$ cat src/rtl/bcd_scan_counter_if.sv
// Control and display bus of the two-digit BCD scan counter.
// The master side drives enable/direction/clear and watches the display
// outputs; the slave side is the counter itself.
interface bcd_scan_counter_if;
    logic       iEn;
    logic       iUp;
    logic       iClear;
    logic [3:0] oData;
    logic [1:0] oSel;
    logic [7:0] oValue;
    logic       oCarry;

    modport master (
        output iEn,
        output iUp,
        output iClear,
        input  oData,
        input  oSel,
        input  oValue,
        input  oCarry
    );

    modport slave (
        input  iEn,
        input  iUp,
        input  iClear,
        output oData,
        output oSel,
        output oValue,
        output oCarry
    );
endinterface

$ cat src/rtl/bcd_scan_counter.sv
// Two-digit BCD up/down counter with a built-in digit-scan multiplexer.
// A prescaler turns the board clock into count ticks. Each digit is its own
// 4-bit BCD register, and the digits are chained by a ripple of "at limit"
// flags. A free-running scan counter alternates which digit is presented on
// oData, together with an active-low anode select, for a display7 decoder.
module bcd_scan_counter #(
    parameter int PRESCALE = 100_000_000,
    parameter int SCAN_DIV = 100_000
) (
    input logic               iClk,
    input logic               iRst,
    bcd_scan_counter_if.slave bus
);

    localparam int NUM_DIGITS = 2;
    localparam int PW = (PRESCALE > 1) ? $clog2(PRESCALE) : 1;
    localparam int SW = (SCAN_DIV > 1) ? $clog2(SCAN_DIV) : 1;
    localparam logic [PW-1:0] PCNT_MAX = PW'(PRESCALE - 1);
    localparam logic [SW-1:0] SCNT_MAX = SW'(SCAN_DIV - 1);

    typedef enum logic {
        SLOT_ONES = 1'b0,
        SLOT_TENS = 1'b1
    } slotT;

    logic [PW-1:0]         pcntReg;
    logic [PW-1:0]         pcntNext;
    logic                  tick;

    logic [3:0]            digitReg  [NUM_DIGITS];
    logic [3:0]            digitNext [NUM_DIGITS];
    logic [NUM_DIGITS-1:0] atLimit;
    logic [NUM_DIGITS-1:0] stepEn;
    logic                  carryReg;
    logic                  carryNext;

    logic [SW-1:0]         scntReg;
    logic [SW-1:0]         scntNext;
    logic                  scanWrap;
    slotT                  slotReg;
    slotT                  slotNext;

    // A tick fires on the last prescaler count of an enabled cycle.
    assign tick = bus.iEn && (pcntReg == PCNT_MAX);

    // Prescaler: clear wins, wrap on tick, otherwise advance only while enabled.
    always_comb begin
        pcntNext = pcntReg;
        if (bus.iClear) begin
            pcntNext = '0;
        end else if (tick) begin
            pcntNext = '0;
        end else if (bus.iEn) begin
            pcntNext = pcntReg + PW'(1);
        end
    end

    // Per-digit BCD step: a digit at its limit for the current direction
    // wraps (9->0 up, 0->9 down) and lets the step ripple to the next digit.
    genvar gi;
    generate
        for (gi = 0; gi < NUM_DIGITS; gi++) begin : g_digit
            assign atLimit[gi] = bus.iUp ? (digitReg[gi] == 4'd9)
                                         : (digitReg[gi] == 4'd0);

            assign digitNext[gi] =
                bus.iClear   ? 4'd0 :
                !stepEn[gi]  ? digitReg[gi] :
                bus.iUp      ? (atLimit[gi] ? 4'd0 : digitReg[gi] + 4'd1)
                             : (atLimit[gi] ? 4'd9 : digitReg[gi] - 4'd1);
        end
    endgenerate

    // Ripple chain: digit i steps when the tick reaches it through all lower
    // digits sitting at their limit; falling off the top is the wrap carry.
    always_comb begin
        logic ripple;
        ripple    = tick;
        stepEn    = '0;
        for (int i = 0; i < NUM_DIGITS; i++) begin
            stepEn[i] = ripple;
            ripple    = ripple & atLimit[i];
        end
        carryNext = ripple & ~bus.iClear;
    end

    // Count state: prescaler, digit registers and the one-cycle carry pulse.
    always_ff @(posedge iClk or posedge iRst) begin
        if (iRst) begin
            pcntReg  <= '0;
            carryReg <= 1'b0;
            for (int i = 0; i < NUM_DIGITS; i++) begin
                digitReg[i] <= 4'd0;
            end
        end else begin
            pcntReg  <= pcntNext;
            carryReg <= carryNext;
            for (int i = 0; i < NUM_DIGITS; i++) begin
                digitReg[i] <= digitNext[i];
            end
        end
    end

    // Scan divider runs freely; enable and clear never touch it.
    assign scanWrap = (scntReg == SCNT_MAX);
    assign scntNext = scanWrap ? '0 : scntReg + SW'(1);

    // Scan state register: divider and the currently displayed slot.
    always_ff @(posedge iClk or posedge iRst) begin
        if (iRst) begin
            scntReg <= '0;
            slotReg <= SLOT_ONES;
        end else begin
            scntReg <= scntNext;
            slotReg <= slotNext;
        end
    end

    // Slot next-state and display decode; outputs come from registers only,
    // so a tick coinciding with a slot change shows the new digit at once.
    always_comb begin
        slotNext   = slotReg;
        bus.oSel   = 2'b10;
        bus.oData  = digitReg[0];
        if (scanWrap) begin
            slotNext = (slotReg == SLOT_ONES) ? SLOT_TENS : SLOT_ONES;
        end
        if (slotReg == SLOT_TENS) begin
            bus.oSel  = 2'b01;
            bus.oData = digitReg[1];
        end
    end

    assign bus.oValue = {digitReg[1], digitReg[0]};
    assign bus.oCarry = carryReg;

endmodule

$ cat src/flat_wrapper.sv
// flat-port wrapper written by rule: the top's interface ports become plain ports
module bcd_scan_counter_flat 
#(
    parameter int PRESCALE = 100_000_000,
    parameter int SCAN_DIV = 100_000
)
  (iClk, iRst, bus_iEn, bus_iUp, bus_iClear, bus_oData, bus_oSel, bus_oValue, bus_oCarry);
  bcd_scan_counter_if bus_i ();
  input logic iClk;
  input logic iRst;
  input wire logic [$bits(bus_i.iEn)-1:0] bus_iEn;
  input wire logic [$bits(bus_i.iUp)-1:0] bus_iUp;
  input wire logic [$bits(bus_i.iClear)-1:0] bus_iClear;
  output wire logic [$bits(bus_i.oData)-1:0] bus_oData;
  output wire logic [$bits(bus_i.oSel)-1:0] bus_oSel;
  output wire logic [$bits(bus_i.oValue)-1:0] bus_oValue;
  output wire logic [$bits(bus_i.oCarry)-1:0] bus_oCarry;
  assign bus_i.iEn = bus_iEn;
  assign bus_i.iUp = bus_iUp;
  assign bus_i.iClear = bus_iClear;
  assign bus_oData = bus_i.oData;
  assign bus_oSel = bus_i.oSel;
  assign bus_oValue = bus_i.oValue;
  assign bus_oCarry = bus_i.oCarry;
  bcd_scan_counter #(.PRESCALE(PRESCALE), .SCAN_DIV(SCAN_DIV)) u_core (.iClk(iClk), .iRst(iRst), .bus(bus_i));
endmodule
$ cat config.mk
export PLATFORM = sky130hd
export DESIGN_NAME = bcd_scan_counter_flat
export DESIGN_NICKNAME = d
export VERILOG_FILES = /design/src/rtl/bcd_scan_counter_if.sv /design/src/rtl/bcd_scan_counter.sv /design/src/flat_wrapper.sv
export SDC_FILE = /design/constraint.sdc
export NUM_CORES = 1
export LEC_CHECK = 0
export ABC_AREA = 1
export CAP_MARGIN = 30
export CORE_MARGIN = 2
export CORE_UTILIZATION = 64
export CTS_BUF_LIST = sky130_fd_sc_hd__clkbuf_8 sky130_fd_sc_hd__clkbuf_16
export DETAILED_ROUTE_END_ITERATION = 12
export DONT_BUFFER_PORTS = 1
export MAX_ROUTING_LAYER = met4
export PLACE_DENSITY = 0.8
export SETUP_SLACK_MARGIN = 0.02
export SYNTH_ARGS = -nofsm -noshare
export SYNTH_HDL_FRONTEND = slang
export SYNTH_SLANG_ARGS = --single-unit
$ cat constraint.sdc
create_clock -name iClk -period 2.05 [get_ports iClk]
set_clock_uncertainty 0.15 [all_clocks]
set_input_delay 0.3075 -clock iClk [delete_from_list [all_inputs] [get_ports iClk]]
set_output_delay 0.3075 -clock iClk [all_outputs]
set_load 0.1 [all_outputs]
**Word level (Yosys, flattened, before mapping)**

Cells that the tools add are included.

- Logic and storage cells: 45
- Input port bits: 5
- Output and inout bits: 15
- Register bits: 54

- Add/sub/neg operators: 6
- Equal/unequal tests: 4
- Bitwise operators: 4
- Reductions and logical operators: 6
- Mux-type cells: 19

Operators by type and width:

| kind | count |
|---|---|
| $mux W27 | 3 |
| $mux W4 | 11 |
| $add A27 B1 Y27 const B | 1 |
| $eq A27 B27 Y1 const B | 1 |
| $add A17 B1 Y17 const B | 1 |
| $eq A17 B17 Y1 const B | 1 |
| $mux W17 | 1 |
| $add A4 B1 Y4 const B | 2 |
| $eq A4 B4 Y1 const B | 2 |
| $logic_not A4 Y1 | 2 |
| $sub A4 B1 Y4 const B | 2 |
| $reduce_bool A2 Y1 | 2 |
| $and A1 B1 Y1 | 3 |
| $mux W1 | 3 |
| $reduce_bool A3 Y1 | 1 |
| $mux W2 | 1 |
| $logic_and A1 B1 Y1 | 1 |
| $not A1 Y1 | 1 |

**Depth between registers and ports, before layout**

- Word-level depth: 6
- Gate-level depth with buffers: 11
- Gate-level depth less buffers: 10

**Least setup slack after synthesis**

OpenSTA, ideal clock, no wires.

- Kind: flip-flop to output port
- Start: register u_core.digitReg, in the netlist u_core.bus.oValue[2]
- End: output bus_oData[2]
- Arrival: 3,401 ps
- Stages on the path, launching flop included: 4
- Path buffers: 1
- Required time: 1,592 ps
- Setup slack: -1,808 ps
- Path through: dfrtp_1 clkbuf_2 inv_1 o21ai_0

- Word-level cells in the longest chain between the ends: 1

RTL lines:

| what | RTL line | RTL |
|---|---|---|
| start: declaration | bcd_scan_counter.sv:30 | `logic [3:0] digitReg [NUM_DIGITS];` |
| start signal: indexed assignment | bcd_scan_counter.sv:99 | `digitReg[i] <= digitNext[i];` |
| $mux W4 | bcd_scan_counter.sv:128 | `if (slotReg == SLOT_TENS) begin` |
| end: declaration | flat_wrapper.sv:14 | `output wire logic [$bits(bus_i.oData)-1:0] bus_oData;` |

Every way passes these cells.

**Final worst setup path**

- Start: register u_core.digitReg, in the netlist u_core.bus.oValue[5]
- End: output bus_oData[1]

The elaborated chain is that of the path after synthesis.

==> results.ini <==
[yosys]
syn_area_sq_um = 3440
seq_area_frac_synth = 0.393
syn_nets = 502
ys_ff_latch = 54
synthCells = 489
synth_warnings = 0
syn_avg_cell_area_sq_um = 7.03
synth.distinct_cells = 31

[timing]
worst_pin_slew_ns = 0.564
rsz0062_at_grt = false
post-route-min-period_ns = 1.92
finalHoldViolCount = 0
relSlewSlack = 0.620
period_share = 0.938
setup_viol = 0
slew_viol_final = 0
clock.fmax_ghz = 0.520
finalHoldWorstSlack_ns = 0.0375
setup_tns_ns = 0

[setup_path]
cp-startpoint = u_core.bus.oValue[5]
r2r-start = u_core.pcntReg[0]
worst-path-stages = 4
cpMaxStageDelayCell = dfrtp_2
setup.worst_path.class = reg -> out
arrival_ns = 1.47
cp_top_family = buffers and inverters
required_ns = 1.59
start_kind = flip-flop
r2r_slack_ns = 0.20
reg2reg_depth = 10
crit_path_end_kind = output port
critPathCapture = bus_oData[1]
cp.buffers_inverters = 2
reg2reg_to = u_core.pcntReg[21]
max_stage_delay_ns = 0.42
cp_cell_sequence = buf_4 -> nand2_1 -> o21ai_4 -> buf_12
worst-path-max-fanout = 6

[cells_and_area]
area.sequential_sq_um = 1360
area_growth_pct = 12.3
design_area_sq_um = 3860
n_antenna_cell = 0
multiInputGateArea_sq_um = 1800
nets = 520
drive_gt1_frac = 0.100
nFillCells = 436

[clock_tree]
numCtsBuffers = 5
insertion_delay_ns = 0.32
cts-root-buf = clkbuf_8
cts.path.max_buffers = 2
cts_tree = done
cts_setup_buffers = 0
clk_pin_slew_ns = 0.10
htreeDepth = 2
clkSinkCount = 54

[flow_run]
drv_cap = 0

[route]
num_vias = 3153
dr.max_layer_used = met4
wl_per_cell_um = 12.9
drc = 0
avgViaCountPerCell = 5.46
met3_length_um = 283
wl_met1_um = 3400
drtIter0Drc = 158
wl_um = 7440
wl_met2_um = 3570
dr.pass1.iters = 5
ant_nets = 0

[global_routing]
grt_pass1_wl_um = 13100
grt-ovfl-total = 0
grt_pass1_vias = 3002
antenna_found_initial = 0
grt_max_degree = 55
groute.usage.overall = 0.276

[floorplan]
die_w_um = 77.3
ios = 20
core_sq_um = 5140
num_rows = 26
initial_core_util = 0.669
fp.dieArea_sq_um = 5970
die_y_um = 77.3

[placement]
dp.final_hpwl_um = 5630
place_area_sq_um = 3720
gp_congestion = 0.894
io_buffer_count = 0

[worst_hold_path]
hold_start = bus_iUp
hold_path.class = in -> reg

[pwr]
power_density_nw_per_um2 = 586
peakVddDrop_mv = 0.402
finalPower_mw = 2.26
leakage_nw = 1.90

[run_status]
status = completed

## repair_timing
| action | CTS | global route |
|---|---|---|
| gates resized for setup | 0 | 3 |
| endpoints found under the hold margin | 56 | 0 |
| hold buffers | 2 | 0 |
| endpoints found under the setup margin | 0 | 16 |
## area by class of cell
| type | instances | area share |
|---|---|---|
| clock inverters | 2 | 0.00519 |
| inverters | 76 | 0.0739 |
| repair buffers | 19 | 0.0577 |
| flip-flops and latches | 54 | 0.352 |
| well taps | 70 | 0.0227 |
| multi-input cells | 351 | 0.467 |
| clock buffers | 6 | 0.0214 |
## Yosys cell counts, drive strengths merged
| library cell | number | share of area |
|---|---|---|
| nor4 | 1 | 0.0018 |
| o21ai | 10 | 0.015 |
| inv | 75 | 0.082 |
| nor2 | 86 | 0.10 |
| ha | 8 | 0.029 |
| a21oi | 6 | 0.0087 |
| and3 | 1 | 0.0018 |
| xnor2 | 6 | 0.015 |
| o22ai | 1 | 0.0018 |
| dfrtp | 54 | 0.39 |
| o211a | 1 | 0.0029 |
| buf | 6 | 0.015 |
| and2 | 1 | 0.0018 |
| nor3 | 15 | 0.022 |
| clkbuf | 2 | 0.0025 |
| a31oi | 1 | 0.0018 |
| clkinv | 1 | 0.0011 |
| xor2 | 20 | 0.051 |
| nand3 | 49 | 0.074 |
| nand4 | 22 | 0.040 |
| o21bai | 1 | 0.0022 |
| nand2 | 122 | 0.14 |
## power breakdown
group | internal, mW | switching [mW]
Clock | 0.288 | 0.380
Sequential | 1.09 | 0.0469
Combinational | 0.118 | 0.336
## state kept, by name (all words and copies together), names as in the netlist
| signal | count |
|---|---|
| u_core.pcntReg | 27 |
| u_core.bus.oValue | 8 |
| u_core.slotReg | 1 |
| u_core.scntReg | 17 |
| u_core.bus.oCarry | 1 |
## layout by cell type, fill, tap and decap left out, drive strengths merged
cell type / synthesis / final
and2: 1 / 1
o21bai: 1 / 1
o21ai: 10 / 10
nor2: 86 / 86
clkbuf: 2 / 6
nand3: 49 / 49
dfrtp: 54 / 54
nand4: 22 / 22
clkinv: 1 / 1
dlygate4sd3: 0 / 2
o211a: 1 / 1
xnor2: 6 / 6
a21oi: 6 / 6
a31oi: 1 / 1
xor2: 20 / 20
ha: 8 / 8
o22ai: 1 / 1
nor4: 1 / 1
buf: 6 / 17
nand2: 122 / 122
and3: 1 / 1
nor3: 15 / 15
inv: 75 / 77
## worst min-delay path, cell delays in order
cell     delay, ns
nand2_1       0.04
nand4_1       0.08
nand2_1       0.05
## metrics by stage
step / setup slack [ns] / cells / util
final: 0.127 / 578 / 0.751
after global routing: 0.0228 / 578 / 0.751
after CTS: 0.0565 / 578 / 0.748
after detailed placement: 0.210 / 568 / 0.724
after global placement: 0.281 / 568 / 0.724
after floorplan: 0.0234 / 489 / -
## layer usage
| layer | vias to the layer above | global-route usage |
|---|---|---|
| li1 | 1573 | - |
| met1 | 1475 | 0.354 |
| met2 | 82 | 0.453 |
| met3 | 23 | 0.0447 |
| met4 | 0 | 0.0839 |
| met5 | - | - |
## cell families (layout without fill, tap and decap cells)
group	count (synthesis)	count (layout)	share of synthesized area
adder cells (fa/ha/maj)	8	8	0.0291
XOR/XNOR	26	26	0.0662
AND/OR/NAND/NOR	297	297	0.380
AO/OA/AOI/OAI	20	20	0.0320
flip-flops	54	54	0.393
buffers and inverters	84	103	0.100
## worst min path at each step
stage / endpoint / cells past startpoint
6_report: u_core.bus.oValue[2] / 3
2_1_floorplan: u_core.scntReg[0] / 1
4_1_cts: u_core.pcntReg[0] / 2
3_5_place_dp: u_core.scntReg[12] / 2
3_3_place_gp: u_core.scntReg[8] / 2
5_1_grt: u_core.pcntReg[19] / 3
(Power assumes the default switching activity.)
